===== config.mk =====
export PLATFORM = sky130hd
export DESIGN_NAME = mem_bus_unit_flat
export DESIGN_NICKNAME = d
export VERILOG_FILES = /design/src/rtl/mem_bus_unit_if.sv /design/src/rtl/mem_bus_unit.sv /design/src/flat_wrapper.sv
export SDC_FILE = /design/constraint.sdc
export NUM_CORES = 1
export LEC_CHECK = 0
export ABC_AREA = 1
export BUFFER_PORTS_ARGS = -buffer_cell sky130_fd_sc_hd__clkbuf_2
export CAP_MARGIN = 20
export CORE_MARGIN = 3
export CORE_UTILIZATION = 40
export DETAILED_ROUTE_END_ITERATION = 16
export GPL_ROUTABILITY_DRIVEN = 1
export SYNTH_ARGS = -nofsm -noshare
export SYNTH_HDL_FRONTEND = slang
export SYNTH_SLANG_ARGS = --single-unit

===== constraint.sdc =====
create_clock -name clk -period 1.8 [get_ports clk]
set_clock_uncertainty 0.05 [all_clocks]
set_input_delay 0.09 -clock clk [delete_from_list [all_inputs] [get_ports clk]]
set_output_delay 0.09 -clock clk [all_outputs]
set_load 0.01 [all_outputs]

===== src/rtl/mem_bus_unit_if.sv =====
// RAM-side bus of the memory/bus unit: request, address, write data, ready/read-data return.
// No storage; pure wiring bundle.
// The unit (master) holds its request until the RAM (slave) raises ram_ready.
interface mem_bus_unit_if #(
  parameter int RAM_AW = 8
);
  logic              ram_re;
  logic              ram_we;
  logic [RAM_AW-1:0] ram_addr;
  logic [15:0]       ram_wdata;
  logic [15:0]       ram_rdata;
  logic              ram_ready;

  modport master (
    output ram_re, ram_we, ram_addr, ram_wdata,
    input  ram_rdata, ram_ready
  );

  modport slave (
    input  ram_re, ram_we, ram_addr, ram_wdata,
    output ram_rdata, ram_ready
  );
endinterface


===== src/rtl/mem_bus_unit.sv =====
// PC / data-address holder and bus sequencer for RAM and MMIO (LED register, switch port).
// MMIO/unmapped: result 1 edge after the command; RAM: 2 edges minimum, plus RAM wait cycles.
// Holds ram_re/ram_we until ram_ready or a 15-cycle timeout; mem_busy stalls the control FSM.
module mem_bus_unit #(
  parameter int                 ADDR_W   = 9,
  parameter int                 RAM_AW   = 8,
  parameter logic [ADDR_W-1:0]  LED_ADDR = 9'h100,
  parameter logic [ADDR_W-1:0]  SW_ADDR  = 9'h140,
  parameter int                 TIMEOUT  = 15
) (
  input  logic              clk,
  input  logic              reset,
  input  logic              load_pc,
  input  logic              reset_pc,
  input  logic              addr_sel,
  input  logic              load_addr,
  input  logic [1:0]        mem_cmd,
  input  logic [15:0]       datapath_out,
  input  logic [7:0]        sw,
  mem_bus_unit_if.master    ram,
  output logic [ADDR_W-1:0] mem_addr,
  output logic [ADDR_W-1:0] pc_out,
  output logic [15:0]       read_data,
  output logic [7:0]        led_out,
  output logic              mem_busy,
  output logic              bus_err
);

  typedef enum logic [1:0] {
    S_IDLE,
    S_WAIT,
    S_DONE
  } state_t;

  localparam logic [1:0] CMD_RD = 2'b11;
  localparam logic [1:0] CMD_WR = 2'b01;
  localparam logic [3:0] CNT_LAST = 4'(TIMEOUT - 1);

  state_t             state_q, state_d;
  logic [ADDR_W-1:0]  pc_q, pc_d;
  logic [ADDR_W-1:0]  addr_q, addr_d;
  logic [15:0]        rdata_q, rdata_d;
  logic [7:0]         led_q, led_d;
  logic               err_q, err_d;
  logic [3:0]         cnt_q, cnt_d;
  logic [1:0]         cap_cmd_q, cap_cmd_d;
  logic [ADDR_W-1:0]  cap_addr_q, cap_addr_d;
  logic [15:0]        wdata_q, wdata_d;

  logic cmd_active;
  logic cmd_is_rd;
  logic tgt_ram;
  logic tgt_led;
  logic tgt_sw;

  // Address mux and target decode of the live bus address
  always_comb begin
    mem_addr   = addr_sel ? pc_q : addr_q;
    cmd_active = (mem_cmd == CMD_RD) || (mem_cmd == CMD_WR);
    cmd_is_rd  = (mem_cmd == CMD_RD);
    tgt_ram    = (mem_addr[ADDR_W-1:RAM_AW] == '0);
    tgt_led    = (mem_addr == LED_ADDR);
    tgt_sw     = (mem_addr == SW_ADDR);
  end

  // Next-state logic: PC, data address, and the IDLE/WAIT/DONE transaction sequencer
  always_comb begin
    state_d    = state_q;
    pc_d       = pc_q;
    addr_d     = addr_q;
    rdata_d    = rdata_q;
    led_d      = led_q;
    err_d      = err_q;
    cnt_d      = cnt_q;
    cap_cmd_d  = cap_cmd_q;
    cap_addr_d = cap_addr_q;
    wdata_d    = wdata_q;

    if (load_pc) begin
      pc_d = reset_pc ? '0 : pc_q + 1'b1;
    end
    if (load_addr) begin
      addr_d = datapath_out[ADDR_W-1:0];
    end

    case (state_q)
      S_IDLE: begin
        if (cmd_active) begin
          cap_cmd_d  = mem_cmd;
          cap_addr_d = mem_addr;
          if (tgt_ram) begin
            wdata_d = datapath_out;
            cnt_d   = '0;
            state_d = S_WAIT;
          end else begin
            // MMIO and unmapped targets finish on this edge
            state_d = S_DONE;
            if (tgt_led) begin
              if (cmd_is_rd) rdata_d = {8'h00, led_q};
              else           led_d   = datapath_out[7:0];
            end else if (tgt_sw) begin
              if (cmd_is_rd) rdata_d = {8'h00, sw};
            end else begin
              err_d = 1'b1;
              if (cmd_is_rd) rdata_d = '0;
            end
          end
        end
      end

      S_WAIT: begin
        if (ram.ram_ready) begin
          if (cap_cmd_q == CMD_RD) rdata_d = ram.ram_rdata;
          cnt_d   = '0;
          state_d = S_DONE;
        end else if (cnt_q == CNT_LAST) begin
          // RAM never answered: abort with an error and a zero result
          err_d   = 1'b1;
          rdata_d = '0;
          cnt_d   = '0;
          state_d = S_DONE;
        end else begin
          cnt_d = cnt_q + 1'b1;
        end
      end

      S_DONE: begin
        // Wait for control to drop or change the command so a held command is not replayed
        if ((mem_cmd != cap_cmd_q) || (mem_addr != cap_addr_q)) begin
          state_d = S_IDLE;
        end
      end

      default: state_d = S_IDLE;
    endcase
  end

  // State registers; reset mid-access abandons it with no capture
  always_ff @(posedge clk or negedge reset) begin
    if (!reset) begin
      state_q    <= S_IDLE;
      pc_q       <= '0;
      addr_q     <= '0;
      rdata_q    <= '0;
      led_q      <= '0;
      err_q      <= 1'b0;
      cnt_q      <= '0;
      cap_cmd_q  <= '0;
      cap_addr_q <= '0;
      wdata_q    <= '0;
    end else begin
      state_q    <= state_d;
      pc_q       <= pc_d;
      addr_q     <= addr_d;
      rdata_q    <= rdata_d;
      led_q      <= led_d;
      err_q      <= err_d;
      cnt_q      <= cnt_d;
      cap_cmd_q  <= cap_cmd_d;
      cap_addr_q <= cap_addr_d;
      wdata_q    <= wdata_d;
    end
  end

  // Output drive; RAM strobes come straight from state so reset drops them at once
  always_comb begin
    pc_out        = pc_q;
    read_data     = rdata_q;
    led_out       = led_q;
    bus_err       = err_q;
    ram.ram_re    = (state_q == S_WAIT) && (cap_cmd_q == CMD_RD);
    ram.ram_we    = (state_q == S_WAIT) && (cap_cmd_q == CMD_WR);
    ram.ram_addr  = cap_addr_q[RAM_AW-1:0];
    ram.ram_wdata = wdata_q;
    mem_busy      = (state_q == S_WAIT) || ((state_q == S_IDLE) && cmd_active && tgt_ram);
  end

endmodule

===== src/flat_wrapper.sv =====
// flat-port wrapper written by rule: the top's interface ports become plain ports
module mem_bus_unit_flat 
#(
  parameter int                 ADDR_W   = 9,
  parameter int                 RAM_AW   = 8,
  parameter logic [ADDR_W-1:0]  LED_ADDR = 9'h100,
  parameter logic [ADDR_W-1:0]  SW_ADDR  = 9'h140,
  parameter int                 TIMEOUT  = 15
)
  (clk, reset, load_pc, reset_pc, addr_sel, load_addr, mem_cmd, datapath_out, sw, mem_addr, pc_out, read_data, led_out, mem_busy, bus_err, ram_ram_re, ram_ram_we, ram_ram_addr, ram_ram_wdata, ram_ram_rdata, ram_ram_ready);
  mem_bus_unit_if #(.RAM_AW(RAM_AW)) ram_i ();
  input  logic clk;
  input  logic reset;
  input  logic load_pc;
  input  logic reset_pc;
  input  logic addr_sel;
  input  logic load_addr;
  input  logic [1:0] mem_cmd;
  input  logic [15:0] datapath_out;
  input  logic [7:0] sw;
  output logic [ADDR_W-1:0] mem_addr;
  output logic [ADDR_W-1:0] pc_out;
  output logic [15:0] read_data;
  output logic [7:0] led_out;
  output logic mem_busy;
  output logic bus_err;
  output wire logic [$bits(ram_i.ram_re)-1:0] ram_ram_re;
  output wire logic [$bits(ram_i.ram_we)-1:0] ram_ram_we;
  output wire logic [$bits(ram_i.ram_addr)-1:0] ram_ram_addr;
  output wire logic [$bits(ram_i.ram_wdata)-1:0] ram_ram_wdata;
  input wire logic [$bits(ram_i.ram_rdata)-1:0] ram_ram_rdata;
  input wire logic [$bits(ram_i.ram_ready)-1:0] ram_ram_ready;
  assign ram_ram_re = ram_i.ram_re;
  assign ram_ram_we = ram_i.ram_we;
  assign ram_ram_addr = ram_i.ram_addr;
  assign ram_ram_wdata = ram_i.ram_wdata;
  assign ram_i.ram_rdata = ram_ram_rdata;
  assign ram_i.ram_ready = ram_ram_ready;
  mem_bus_unit #(.ADDR_W(ADDR_W), .RAM_AW(RAM_AW), .LED_ADDR(LED_ADDR), .SW_ADDR(SW_ADDR), .TIMEOUT(TIMEOUT)) u_core (.clk(clk), .reset(reset), .load_pc(load_pc), .reset_pc(reset_pc), .addr_sel(addr_sel), .load_addr(load_addr), .mem_cmd(mem_cmd), .datapath_out(datapath_out), .sw(sw), .ram(ram_i), .mem_addr(mem_addr), .pc_out(pc_out), .read_data(read_data), .led_out(led_out), .mem_busy(mem_busy), .bus_err(bus_err));
endmodule

==> results of run 1 <==
==> how the worst min path moves through the flow <==
stage | startpoint | end | slack, ps | cells after the start
after global routing | sw[5] | u_core.read_data[5] | 30 | 5
after floorplan | reset | u_core.addr_q[0] | -260 | 0
after global placement | reset | u_core.read_data[3] | 130 | 1
final | mem_cmd[1] | u_core.cap_cmd_q[1] | 20 | 3
after CTS | sw[5] | u_core.read_data[5] | 20 | 5
after detailed placement | reset | u_core.read_data[4] | 120 | 1
==> what timing repair did <==
| item | CTS | global route |
|---|---|---|
| setup endpoints to repair | 3 | 33 |
| setup buffers | 0 | 4 |
| endpoints found under the hold margin | 86 | 0 |
| hold buffers | 28 | 0 |
| gates cloned | 0 | 1 |
| resized for setup | 2 | 16 |
| pin swaps | 0 | 4 |
==> worst reg2reg max path: cells and delay by family (launching register included) <==
kind	cells	cell delay [ps]
simple gates	4	500
flops	1	440
buf+inv	5	510
compound gates	1	80
==> flip-flops by register name, indices dropped and copies added (netlist names) <==
signal / cells
u_core.cap_cmd_q: 2
u_core.pc_out: 9
u_core.bus_err: 1
u_core.read_data: 16
u_core.addr_q: 9
u_core.cnt_q: 4
u_core.ram.ram_wdata: 16
u_core.led_out: 8
u_core.state_q: 2
u_core.cap_addr_q: 9
==> final cells by class <==
type | count | share of cell area (%)
flip-flops and latches | 76 | 36.48
multi-input cells | 325 | 32.41
repair buffers | 166 | 20.34
inverters | 56 | 4.150
well taps | 129 | 3.094
clock buffers | 9 | 2.375
clock inverters | 7 | 1.151
==> layer usage <==
layer	up-vias	GRT usage [%]	share of wire, %
li1	1832	-	-
met2	92	30.34	46
met4	0	5.436	1.5
met3	16	4.324	4.2
met5	-	0	0
met1	1633	26.98	49
==> cells by family (layout without fill, tap and decap cells) <==
| family | count (synthesis) | after routing | share of synthesized area [%] |
|---|---|---|---|
| AND/OR/NAND/NOR | 235 | 236 | 27.80 |
| buffers and inverters | 79 | 238 | 9.510 |
| AO/OA/AOI/OAI | 77 | 77 | 11.39 |
| flip-flops | 76 | 76 | 48.35 |
| XOR/XNOR | 9 | 9 | 2.004 |
| adder cells (fa/ha/maj) | 3 | 3 | 0.9543 |
==> synth_stat cells <==
library cell and count:
a21oi_1 16, and2_4 1, buf_12 1, buf_2 6, buf_4 8, buf_6 3
clkbuf_1 5, clkinv_1 1, clkinv_2 1, dfrtp_1 76, ha_1 3, inv_1 50
inv_2 4, nand2_1 137, nand2_2 8, nand3_1 13, nand3_4 1, nand3b_1 1
nand3b_4 1, nand4_1 16, nor2_1 36, nor2_2 5, nor2_4 5, nor2_8 2
nor3_1 8, nor3b_1 1, o211ai_1 2, o21a_1 1, o21ai_0 36, o21ai_1 9
o21ai_2 11, o21ai_4 1, o31ai_1 1, xor2_1 9
==> metrics by stage <==
step,hold slack [ps],instances
floorplan,-255.6,479
global placement,126.2,719
detailed placement,124.6,719
CTS,21.00,763
global route,26.27,768
finish,16.34,768
==> power by group <==
group | leakage (nW) | internal [mW] | switching (mW) | total, mW
combinational | 1.70 | 1.10 | 1.61 | 2.71
sequential | 0.968 | 2.24 | 0.359 | 2.60
clock | 0.0844 | 0.522 | 0.724 | 1.25
==> metrics, run 1 <==
Initial Util 41.78%; CP Capture Type output port; Mean Syn Cell Area 8.212 um^2; Avg Vias per Cell 4.652; Post-Synthesis Cell Area 0.003934 mm^2; worst slew pin tran 689.8 ps; CP Max Fanout 6; f_max 582.2 MHz; fin area 0.005216 mm^2; Buf+Inv Stages, Crit Path 4; status complete, no violations; delay-heaviest family, CP simple AND/OR/NAND/NOR gates; r2r setup slk 120 ps; crit path DAT 1580 ps; biggest cell delay along the critical path 440 ps; Max Slew Vio Count 0; Synth cell types 34; top-area cell type share of the netlist area 48.35%; register area share after synthesis 48.35%; Die Y 105.2 um; IO buf count 118; reg2reg end u_core.ram.ram_wdata[6]; final core utilization 55.40%; DR vias 3573; final hold violation count 0; grt total ovfl 0; Syn. warnings 0; Yosys top cell by area dfrtp_1; Reg-to-Reg Start u_core.state_q[0]; Clock Sinks 76; Root Driver clkbuf_8; FP Rows 35; H-tree Lvls 3; Multi-input gate area 0.001690 mm^2; number of buffers created by CTS 9; Mapped Nets 531; Post-DP HPWL 7707 um; Tmin final 1718 ps; worst reg2reg path depth 10; Hold Crit Class in -> reg; clock-pin slew on the worst setup and hold paths 90 ps; leakage 2.752 nW; max_cap viols 0; Antenna Violating Nets Remaining 0; type of origin of the critical path flip-flop; Die Area 0.01106 mm^2; Critical Path Sink mem_busy; Area Growth Syn to Fin 32.60%; largest net degree at the start of global routing 52; Overall Power 6.556 mW; path type of the worst setup path reg -> out; power per standard cell area 1257 mW/mm^2; Cell Area, Placed 0.004658 mm^2; DRC Markers 0; CP most frequent cell nor2_4; final worst-path cycle share 95.42%; Crit path depth 8; Ports 119; slowest CP cell dfrtp_1; Crit. Startpoint u_core.state_q[0]; relative slew slack 54.01%; initial antenna violation count 0; most frequent cells in the layout nand2_1 (136), clkbuf_2 (115), dfrtp_1 (75), inv_1 (49); Filler Cell Count 897; TritonCTS clock tree done; layout cells sized above 1 31.61%; first-pass GRT wire length 17260 um; vias in the first global route 3477; total track usage 19.37%; Post-Synthesis Cells 479; nets 686; setup TNS 0 ps; pre-CTS setup slack 32.74 ps; commonest non-fill, non-tap cell in the layout nand2_1; wire length per cell 13.80 um; Max Buffers Root-to-Sink 2; DR iter-0 viols 114; Core ar. 0.009415 mm^2; drt first pass iters 4; Register Area 0.001903 mm^2; Ant. Diodes 0; final worst setup slack 82.47 ps; WP data required 1660 ps; gpl congestion 0.8228; clock latency on the worst-skew pair 360 ps; flop and latch count out of synthesis 76; Die W 105.2 um; critical-path cell list nor2_4 > inv_4 > nor2_8 > inv_2 > nor2_4 > nor2_4 > inv_2 > buf_6; Synth area leaders dfrtp_1 (48%), nand2_1 (13%), inv_1 (4.8%); Worst VDD drop 0.0004475 V; # setup viols final 0; Routed WL 10600 um
No activity file was read; power rests on OpenSTA's default activity.
==> run 2, diff against run 1 <==
- GPL_TIMING_DRIVEN: default -> 0
==> run 2 against run 1 <==
Against the previous run: cell area is 5.2% higher; combinational power is 8.5% higher; sequential cell count stayed put; setup slack worse by 14 ps; wire length is 0.75% lower; hold slack better by 6.2 ps; largest cell class unchanged.
==> metrics, run 2 (same netlist as run 1, synthesis figures left out) <==
power share of the sequential group 35.6%; max_cap viols 0; IO buf count 115; Net Sw Frac 37.15%; clock-pin slew on the worst setup and hold paths 90 ps; placed cell count 724; commonest non-fill, non-tap cell in the layout nand2_1; fin area 0.005489 mm^2; GRT met1 Usage 26.95%; wire length per cell 13.39 um; status complete, no violations; Hold Crit Class in -> reg; power per standard cell area 1332 mW/mm^2; DR iter-0 viols 127; setup TNS 0 ps; CP Capture Type flip-flop; switching pwr 2.717 mW; Antenna Violating Nets Remaining 0; hold_ws 22.56 ps; worst reg2reg path depth 10; global routing's busiest layer met2; Ports 119; DR vias 3670; clock latency on the worst-skew pair 350 ps; Overall Power 7.312 mW; vias in the first global route 3618; Cell Area, Placed 0.004693 mm^2; type of origin of the critical path flip-flop; final worst-path cycle share 96.20%; Post-DP HPWL 7949 um; Root Driver clkbuf_8; layout cells sized above 1 33.64%; Endpoint, Worst Hold u_core.cap_cmd_q[1]; Clock Sinks 76; Die W 105.2 um; initial antenna violation count 0; CP Max Fanout 8; Die Area 0.01106 mm^2; Comb power frac 40.2%; H-tree Lvls 3; r2r setup slk 70 ps; Max Buffers Root-to-Sink 2; met3 layer usage reported by global route 3.027%; DRC Markers 0; Initial Util 41.78%; Worst VDD drop 0.0005640 V; largest net degree at the start of global routing 42; # setup viols final 0; relative slew slack 63.94%; Die Y 105.2 um; TritonCTS clock tree done; Filler Cell Count 880; grt total ovfl 0; f_max 577.5 MHz; part of the power in the clock network 24.1%; leakage 2.897 nW; GRT met2 Usage 31.58%; worst slew pin tran 540.9 ps; Max Slew Vio Count 0; Reg-to-Reg Start u_core.pc_out[3]; nets 704; Avg Vias per Cell 4.669; drt first pass iters 6; reg2reg end u_core.led_out[7]; most frequent cells in the layout nand2_1 (133), clkbuf_2 (111), dfrtp_1 (73), inv_1 (50); Routed WL 10520 um; worst hold start mem_cmd[1]; number of buffers created by CTS 9; hold path depth 3; Area Growth Syn to Fin 39.54%; fin cells 786; path type of the worst setup path reg -> reg; crit path DAT 1930 ps; first-pass GRT wire length 17620 um; Core ar. 0.009415 mm^2; unrepaired setup endpoints after global routing true; gpl congestion 0.8244; total track usage 19.59%; Internal 4.596 mW; Tmin final 1732 ps; Ant. Diodes 0; FP Rows 35; WP data required 2000 ps; final hold violation count 0
-- run 2: final cells by class --
type	count	area, um^2	share of cell area, %
clock inverters	7	147.6	2.690
clock buffers	9	123.9	2.257
repair buffers	164	1056	19.24
well taps	129	161.4	2.941
plain buffers	21	170.2	3.100
inverters	56	221.5	4.035
multi-input cells	324	1703	31.02
flip-flops and latches	76	1906	34.72
-- run 2: how the worst max path moves through the flow --
| stage | startpoint | to | depth (start not counted) | slack, ps |
|---|---|---|---|---|
| 3_5_place_dp | u_core.cnt_q[0] | u_core.read_data[7] | 10 | -6 |
| 5_1_grt | u_core.state_q[0] | mem_busy | 8 | -7 |
| 6_report | u_core.pc_out[3] | u_core.led_out[7] | 10 | 70 |
| 3_3_place_gp | reset | u_core.ram.ram_wdata[14] | 1 | -210 |
| 2_1_floorplan | u_core.pc_out[1] | u_core.led_out[6] | 10 | 210 |
| 4_1_cts | u_core.state_q[1] | mem_busy | 9 | 7 |
-- run 2: power groups by stage --
| stage | sequential (mW) | clock (mW) | combinational [mW] |
|---|---|---|---|
| detailed placement | 2.63 | 0 | 2.63 |
| finish | 2.61 | 1.76 | 2.94 |
| global route | 2.68 | 1.88 | 3.29 |
| CTS | 2.60 | 1.81 | 2.84 |
| global placement | 2.61 | 0 | 2.57 |
| floorplan | 2.75 | 0 | 1.51 |
-- run 2: what timing repair did --
| item | in CTS | in global routing |
|---|---|---|
| setup buffers | 5 | 14 |
| hold buffers | 28 | 0 |
| endpoints found under the hold margin | 74 | 0 |
| resized for setup | 11 | 24 |
| endpoints found under the setup margin | 6 | 28 |
| pin swaps | 2 | 9 |
| cloned | 0 | 1 |
-- run 2: metal layers --
layer  vias up  part of all wire [%]
li1       1867                     -
met1      1696                    47
met2        93                    47
met3        14                   4.3
met4         0                   1.6
met5         -                     0
-- run 2: stage by stage --
stage	worst slack, ps	utilization, %
after floorplan	209.0	-
after global placement	-207.1	49.61
after detailed placement	-6.417	49.85
after CTS	7.209	56.53
after global routing	-7.495	58.30
final	68.31	58.30
-- run 2: worst max-delay path: stages, from the launching register on --
cell	delay, ps
dfrtp_2	450
inv_1	120
nand2_2	60
o21ai_2	70
nand2_2	110
nor2_8	150
and2_4	180
nand3_4	140
buf_12	190
nand2_2	60
o21ai_2	50
